--- src/rtl/app_if_pkg.sv ---
// Shared definitions for the SPI master: register offsets, CTRL/STATUS bit
// positions and the transfer FSM encoding.
package app_if_pkg;

  localparam logic [1:0] REG_CTRL   = 2'd0;
  localparam logic [1:0] REG_TXDATA = 2'd1;
  localparam logic [1:0] REG_RXDATA = 2'd2;
  localparam logic [1:0] REG_STATUS = 2'd3;

  localparam int CTRL_START   = 0;
  localparam int CTRL_CS_SEL  = 1;
  localparam int CTRL_IRQ_EN  = 2;
  localparam int CTRL_LEN_LSB = 8;
  localparam int CTRL_LEN_MSB = 12;

  localparam int STAT_BUSY = 0;
  localparam int STAT_DONE = 1;

  typedef enum logic [2:0] {
    ST_IDLE     = 3'd0,
    ST_CS_SETUP = 3'd1,
    ST_SHIFT_LO = 3'd2,
    ST_SHIFT_HI = 3'd3,
    ST_CS_HOLD  = 3'd4
  } spi_state_e;

endpackage

--- src/rtl/app_spi_clkgen.sv ---
// Phase-tick generator: tick_o pulses on the last cycle of every CLK_DIV-cycle
// phase while enabled; the counter sits at zero whenever disabled.
module app_spi_clkgen #(
  parameter int CLK_DIV = 4
) (
  input  logic clk_i,
  input  logic rst_n_i,
  input  logic en_i,
  output logic tick_o
);

  localparam logic [7:0] LAST = 8'(CLK_DIV - 1);

  logic [7:0] cnt_q, cnt_d;

  always_comb begin
    cnt_d = cnt_q + 8'd1;
    if (!en_i || cnt_q == LAST) cnt_d = '0;
  end

  always_ff @(posedge clk_i) begin
    if (!rst_n_i) cnt_q <= '0;
    else          cnt_q <= cnt_d;
  end

  assign tick_o = en_i && (cnt_q == LAST);

endmodule

--- src/rtl/app_spi_master.sv ---
// OPB-attached mode-0 SPI master driving two chip selects off one shared SCLK;
// register file, transfer FSM and shift registers live here.
module app_spi_master
  import app_if_pkg::*;
#(
  parameter int DATA_WIDTH = 32,
  parameter int CLK_DIV    = 4
) (
  input  logic                  OPB_CLK,
  input  logic                  OPB_RST_N,
  input  logic [DATA_WIDTH-1:0] OPB_DI,
  output logic [DATA_WIDTH-1:0] OPB_DO,
  input  logic [31:0]           OPB_ADDR,
  input  logic                  APP_RE,
  input  logic                  APP_WE,
  output logic                  APP_FPGA_SPI_CLK,
  output logic                  APP_FPGA_SPI0_CS_N,
  output logic                  APP_FPGA_SPI1_CS_N,
  output logic                  APP_FPGA_SPI0_MOSI,
  output logic                  APP_FPGA_SPI1_MOSI,
  input  logic                  APP_FPGA_SPI0_MISO,
  input  logic                  APP_FPGA_SPI1_MISO,
  output logic                  SPI_IRQ
);

  spi_state_e state_q, state_d;

  logic                  tick, busy;
  logic [1:0]            reg_sel;
  logic                  unused_addr;
  logic                  wr_ctrl, wr_tx, start, rx_read;
  logic                  sclk_rise, bit_end, xfer_end;
  logic                  miso_bit, mosi_bit;
  logic [DATA_WIDTH-1:0] rd_data;

  logic                  ctrl_cs_sel_q, ctrl_irq_en_q;
  logic [4:0]            ctrl_len_q;
  logic [DATA_WIDTH-1:0] txdata_q, rxdata_q, do_q;
  logic                  done_q;
  logic                  xfer_sel_q;
  logic [4:0]            xfer_len_q, bit_cnt_q;
  logic [DATA_WIDTH-1:0] tx_sh_q, rx_sh_q;

  assign reg_sel     = OPB_ADDR[3:2];
  assign unused_addr = ^{OPB_ADDR[31:4], OPB_ADDR[1:0]};
  assign busy        = (state_q != ST_IDLE);

  // Every register write is dropped while a transfer is in flight.
  assign wr_ctrl   = APP_WE && !busy && (reg_sel == REG_CTRL);
  assign wr_tx     = APP_WE && !busy && (reg_sel == REG_TXDATA);
  assign start     = wr_ctrl && OPB_DI[CTRL_START];
  assign rx_read   = APP_RE && (reg_sel == REG_RXDATA);
  assign sclk_rise = (state_q == ST_SHIFT_LO) && tick;
  assign bit_end   = (state_q == ST_SHIFT_HI) && tick;
  assign xfer_end  = (state_q == ST_CS_HOLD) && tick;
  assign miso_bit  = xfer_sel_q ? APP_FPGA_SPI1_MISO : APP_FPGA_SPI0_MISO;

  app_spi_clkgen #(.CLK_DIV(CLK_DIV)) u_clkgen (
    .clk_i   (OPB_CLK),
    .rst_n_i (OPB_RST_N),
    .en_i    (busy),
    .tick_o  (tick)
  );

  always_ff @(posedge OPB_CLK) begin
    if (!OPB_RST_N) state_q <= ST_IDLE;
    else            state_q <= state_d;
  end

  always_comb begin
    state_d            = state_q;
    mosi_bit           = 1'b0;
    APP_FPGA_SPI_CLK   = 1'b0;
    APP_FPGA_SPI0_CS_N = 1'b1;
    APP_FPGA_SPI1_CS_N = 1'b1;
    unique case (state_q)
      ST_IDLE:     if (start) state_d = ST_CS_SETUP;
      ST_CS_SETUP: if (tick) state_d = ST_SHIFT_LO;
      ST_SHIFT_LO: if (tick) state_d = ST_SHIFT_HI;
      ST_SHIFT_HI: if (tick) state_d = (bit_cnt_q == xfer_len_q) ? ST_CS_HOLD : ST_SHIFT_LO;
      ST_CS_HOLD:  if (tick) state_d = ST_IDLE;
      default:     state_d = ST_IDLE;
    endcase
    if (busy) begin
      APP_FPGA_SPI0_CS_N = xfer_sel_q;
      APP_FPGA_SPI1_CS_N = !xfer_sel_q;
    end
    if (state_q == ST_SHIFT_LO || state_q == ST_SHIFT_HI) mosi_bit = tx_sh_q[DATA_WIDTH-1];
    APP_FPGA_SPI_CLK = (state_q == ST_SHIFT_HI);
  end

  assign APP_FPGA_SPI0_MOSI = mosi_bit && !xfer_sel_q;
  assign APP_FPGA_SPI1_MOSI = mosi_bit && xfer_sel_q;

  always_comb begin
    rd_data = '0;
    case (reg_sel)
      REG_CTRL: begin
        rd_data[CTRL_CS_SEL]                = ctrl_cs_sel_q;
        rd_data[CTRL_IRQ_EN]                = ctrl_irq_en_q;
        rd_data[CTRL_LEN_MSB:CTRL_LEN_LSB]  = ctrl_len_q;
      end
      REG_TXDATA: rd_data = txdata_q;
      REG_RXDATA: rd_data = rxdata_q;
      default: begin
        rd_data[STAT_BUSY] = busy;
        rd_data[STAT_DONE] = done_q;
      end
    endcase
  end

  always_ff @(posedge OPB_CLK) begin
    if (!OPB_RST_N) begin
      ctrl_cs_sel_q <= 1'b0;
      ctrl_irq_en_q <= 1'b0;
      ctrl_len_q    <= '0;
      txdata_q      <= '0;
      rxdata_q      <= '0;
      do_q          <= '0;
      done_q        <= 1'b0;
      xfer_sel_q    <= 1'b0;
      xfer_len_q    <= '0;
      bit_cnt_q     <= '0;
      tx_sh_q       <= '0;
      rx_sh_q       <= '0;
    end else begin
      if (APP_RE) do_q <= rd_data;
      if (wr_tx) txdata_q <= OPB_DI;
      if (wr_ctrl) begin
        ctrl_cs_sel_q <= OPB_DI[CTRL_CS_SEL];
        ctrl_irq_en_q <= OPB_DI[CTRL_IRQ_EN];
        ctrl_len_q    <= OPB_DI[CTRL_LEN_MSB:CTRL_LEN_LSB];
      end
      // Left-align the N payload bits so MOSI always comes from the MSB.
      if (start) begin
        xfer_sel_q <= OPB_DI[CTRL_CS_SEL];
        xfer_len_q <= OPB_DI[CTRL_LEN_MSB:CTRL_LEN_LSB];
        bit_cnt_q  <= '0;
        tx_sh_q    <= txdata_q << (DATA_WIDTH - 1 - int'(OPB_DI[CTRL_LEN_MSB:CTRL_LEN_LSB]));
        rx_sh_q    <= '0;
      end
      if (sclk_rise) rx_sh_q <= {rx_sh_q[DATA_WIDTH-2:0], miso_bit};
      if (bit_end) begin
        tx_sh_q   <= tx_sh_q << 1;
        bit_cnt_q <= bit_cnt_q + 5'd1;
      end
      if (xfer_end) rxdata_q <= rx_sh_q;
      // Completion wins over a coincident RXDATA read.
      if (xfer_end)     done_q <= 1'b1;
      else if (rx_read) done_q <= 1'b0;
    end
  end

  assign OPB_DO  = do_q;
  assign SPI_IRQ = done_q && ctrl_irq_en_q;

endmodule

--- config.mk ---
export PLATFORM = sky130hd
export DESIGN_NAME = app_spi_master
export DESIGN_NICKNAME = d
export VERILOG_FILES = /design/src/rtl/app_if_pkg.sv /design/src/rtl/app_spi_clkgen.sv /design/src/rtl/app_spi_master.sv
export SDC_FILE = /design/constraint.sdc
export NUM_CORES = 1
export LEC_CHECK = 0
export BUFFER_PORTS_ARGS = -buffer_cell sky130_fd_sc_hd__clkbuf_2
export CORE_AREA = 2 2 139 141
export DETAILED_ROUTE_END_ITERATION = 16
export DIE_AREA = 0 0 141 143
export HOLD_SLACK_MARGIN = 0.05
export PLACE_DENSITY = 0.69
export SLEW_MARGIN = 20
export SYNTH_ARGS = -nofsm -noshare
export SYNTH_HDL_FRONTEND = slang
export SYNTH_SLANG_ARGS = --single-unit
--- constraint.sdc ---
create_clock -name OPB_CLK -period 4 [get_ports OPB_CLK]
set_input_delay 0.6 -clock OPB_CLK [delete_from_list [all_inputs] [get_ports OPB_CLK]]
set_output_delay 0.6 -clock OPB_CLK [all_outputs]
set_load 0.05 [all_outputs]
==> impl_metrics.tcl <==
set metrics [dict create \
    status "complete, no violations" \
    leakagePower_nw 3.71 \
    cts_buffers 17 \
    overflow 0 \
    switching_power_mw 0.989 \
    drive_gt1_share_pct 15.6 \
    num_rows 50 \
    rsz0062_at_grt "false" \
    ant_nets 0 \
    path_max_fanout 37 \
    insertion_delay_ns 0.44 \
    syn_nets 1188 \
    synthToLayoutAreaGrowth_pct 11.2 \
    crit_path_max_incr_delay_ns 0.68 \
    switching_share_pct 25.3 \
    hold_path.startpoint "OPB_DI[22]" \
    vdd.ir_drop.worst_v 0.000384 \
    grt_max_degree 125 \
    hold_ws_ns 0.373 \
    crit_path_start_kind "input port" \
    holdBufCountCts 0 \
    report.final.slew_viol_count 0 \
    setup_viol 0 \
    die_height_um 143 \
    first_global_vias 7432 \
    hp-class "input port to register" \
    portBuffers 77 \
    cp_slowest_cell "clkbuf_2" \
    fin_crit_sh_pct 63.5 \
    crit_required_ns 4.30 \
    antenna_found_initial 0 \
    die_x_um 141 \
    core_area_sq_um 18600 \
    avgViaCountPerCell 5.86 \
    drtIter0Drc 762 \
    place_congestion 0.870 \
    start_util_pct 49.3 \
    p_per_area_nw_per_um2 383 \
    hold_violations 0 \
    path_cells "clkbuf_2, mux2_2, a21oi_1, o221ai_1, a222oi_1, nor2_1" \
    root_buffer "clkbuf_16" \
    critPathBufInv 1 \
    post-cts-setup-buffers 0 \
    ys_seq_area_share_pct 41.5 \
    vias 8101 \
    relSlewSlack_pct 34.7 \
    worstMarginPinSlew_ns 0.978 \
    placedCellCount 1351 \
    hpwlAfterDp_mm 15.9 \
    synthFlopType "dfxtp_1" \
    postSynthAreaPerCell_sq_um 8.23 \
    io_pins 108 \
    startpoint "OPB_DI[9]" \
    fmax_ghz 0.394 \
    dieArea_sq_um 20200 \
    p_int_mw 2.92 \
    cts.htree.levels 4 \
    final_cell_area_sq_um 10200 \
    synthCells 1112 \
    finalSetupTns_ns 0 \
    yosysWarnings 0 \
    netlist_area_sq_um 9160 \
    arrival_ns 2.84 \
    endpoint_kind "register" \
    synth_edf_count 0 \
    clockPowerShare_pct 43.0 \
    diodes 0 \
    min_period_ns 2.54 \
    cts_tree "yes" \
    dr.pass1.iters 5 \
    combPwrFrac_pct 7.4 \
    r2r_start "u_clkgen.cnt_q[0]" \
    clk_pin_slew_ns 0.07 \
    crit_family "compound AO/OA/AOI/OAI gates" \
    clock_sinks 190 \
    yosysUniqueCellTypes 58 \
    grt_pass1_wl_mm 38.9 \
    wl_per_cell_um 17.3 \
    worst_clock_skew_ns 0.00955 \
    wirelength_mm 24.0 \
    n_fill_cell 1768 \
    clockBufferDepth 2 \
    nNetsFinal 1212 \
    critPathKind "input port to register" \
    synth-seq-cells 190 \
    drv_cap 0 \
    cts_resized 0 \
    grt_util_all_layers_pct 24.2 \
    final_util_pct 54.8 \
    seqPwrFrac_pct 49.6 \
    route.detailed.drc 0 \
    synthArstFlopShare_pct 0 \
    dpl_cell_area_sq_um 9600 \
    finalNonFillerCells 1382 \
]
cell usage in the layout (no fill, tap or decap), types with 5 or more instances in the layout:
cell       Yosys  layout
dfxtp_1      190     190
clkbuf_2       0      77
o32ai_1        5       5
mux2_2        12      12
nor3_1         7       7
clkbuf_16      0      17
o22a_1         6       6
o21ai_0       15      15
a222oi_1       8       8
mux2i_1       30      30
a211oi_1       5       5
inv_1          8       7
a21oi_1      163     163
nand2_1      222     222
a221oi_1       7       7
mux4_2        30      30
and3_1        16      16
buf_4          5      19
ha_1           6       6
a31oi_1        9       9
xnor2_1        5       5
nor2_1       122     122
a22oi_1       26      26
nand3_1       59      59
xor2_1         9       9
power groups by stage:
stage	Sequential, mW	Combinational (mW)	Clock (mW)
after floorplan	1.98	0.204	0
after global placement	1.98	0.287	0
after detailed placement	1.98	0.288	0
after CTS	1.94	0.289	1.71
after global routing	1.94	0.316	1.78
final	1.94	0.291	1.68
cells by family after synthesis:
kind of cell | share of synthesized area [%]
multiplexers | 12.1
XOR/XNOR | 1.34
AND/OR/NAND/NOR | 21.3
flip-flops | 41.5
buffers and inverters | 4.93
AO/OA/AOI/OAI | 17.9
adder cells (fa/ha/maj) | 0.820
registers in the layout, summed over array words and instances (netlist names), 8 cells and up:
signal          cells
rx_sh_q            32
rxdata_q           32
u_clkgen.cnt_q      8
txdata_q           32
tx_sh_q            32
OPB_DO             32
routing by layer:
layer | routed length (um) | global-route usage (%) | vias up | share of wire [%]
li1 | - | - | 3961 | -
met1 | 10700 | 33.3 | 3889 | 45
met2 | 11600 | 39.4 | 230 | 49
met3 | 1330 | 4.39 | 21 | 5.5
met4 | 305 | 6.58 | 0 | 1.3
met5 | 0 | 0 | - | 0
cells in the mapped netlist (6+ instances only):
cell / n / area share (%)
a21oi_1: 163 / 8.9
a221oi_1: 7 / 0.67
a222oi_1: 8 / 0.87
a22oi_1: 26 / 2.1
a31oi_1: 9 / 0.61
and3_1: 16 / 1.1
buf_2: 13 / 0.71
clkbuf_1: 65 / 2.7
dfxtp_1: 190 / 42
ha_1: 6 / 0.82
inv_1: 8 / 0.33
mux2_2: 12 / 1.5
mux2i_1: 30 / 3.3
mux4_2: 30 / 7.4
nand2_1: 222 / 9.1
nand3_1: 59 / 3.2
nor2_1: 122 / 5.0
nor3_1: 7 / 0.38
o21ai_0: 15 / 0.82
o22a_1: 6 / 0.57
xor2_1: 9 / 0.86
per-stage QoR:
step,setup WS (ns),power [mW]
after floorplan,1.72,2.18
after global placement,1.08,2.27
after detailed placement,1.08,2.27
after CTS,1.49,3.93
after global routing,1.32,4.03
final,1.46,3.91
cell type report:
type,count,area (sq um),share of cell area [%]
Multi-Input combinational cell,821,4900,48.2
Sequential cell,190,3800,37.4
Timing Repair Buffer,98,568,5.58
Clock buffer,19,453,4.45
Tap cell,234,293,2.88
Clock inverter,12,129,1.27
Inverter,8,32.5,0.319
worst paths after layout:
kind | endpoint | slack (ns) | cells after the start
worst max-delay path | tx_sh_q[10] | 1.46 | 6
worst min register to register | rxdata_q[28] | 0.46 | 2
worst max register to register | tx_sh_q[10] | 1.52 | 7
worst min-delay path | txdata_q[22] | 0.37 | 3
tightest hold or removal path: stages:
cell,delay (ns)
clkbuf_2,0.08
nand2_1,0.04
a21oi_1,0.05
Note: power is estimated with default switching activity, not from simulation.
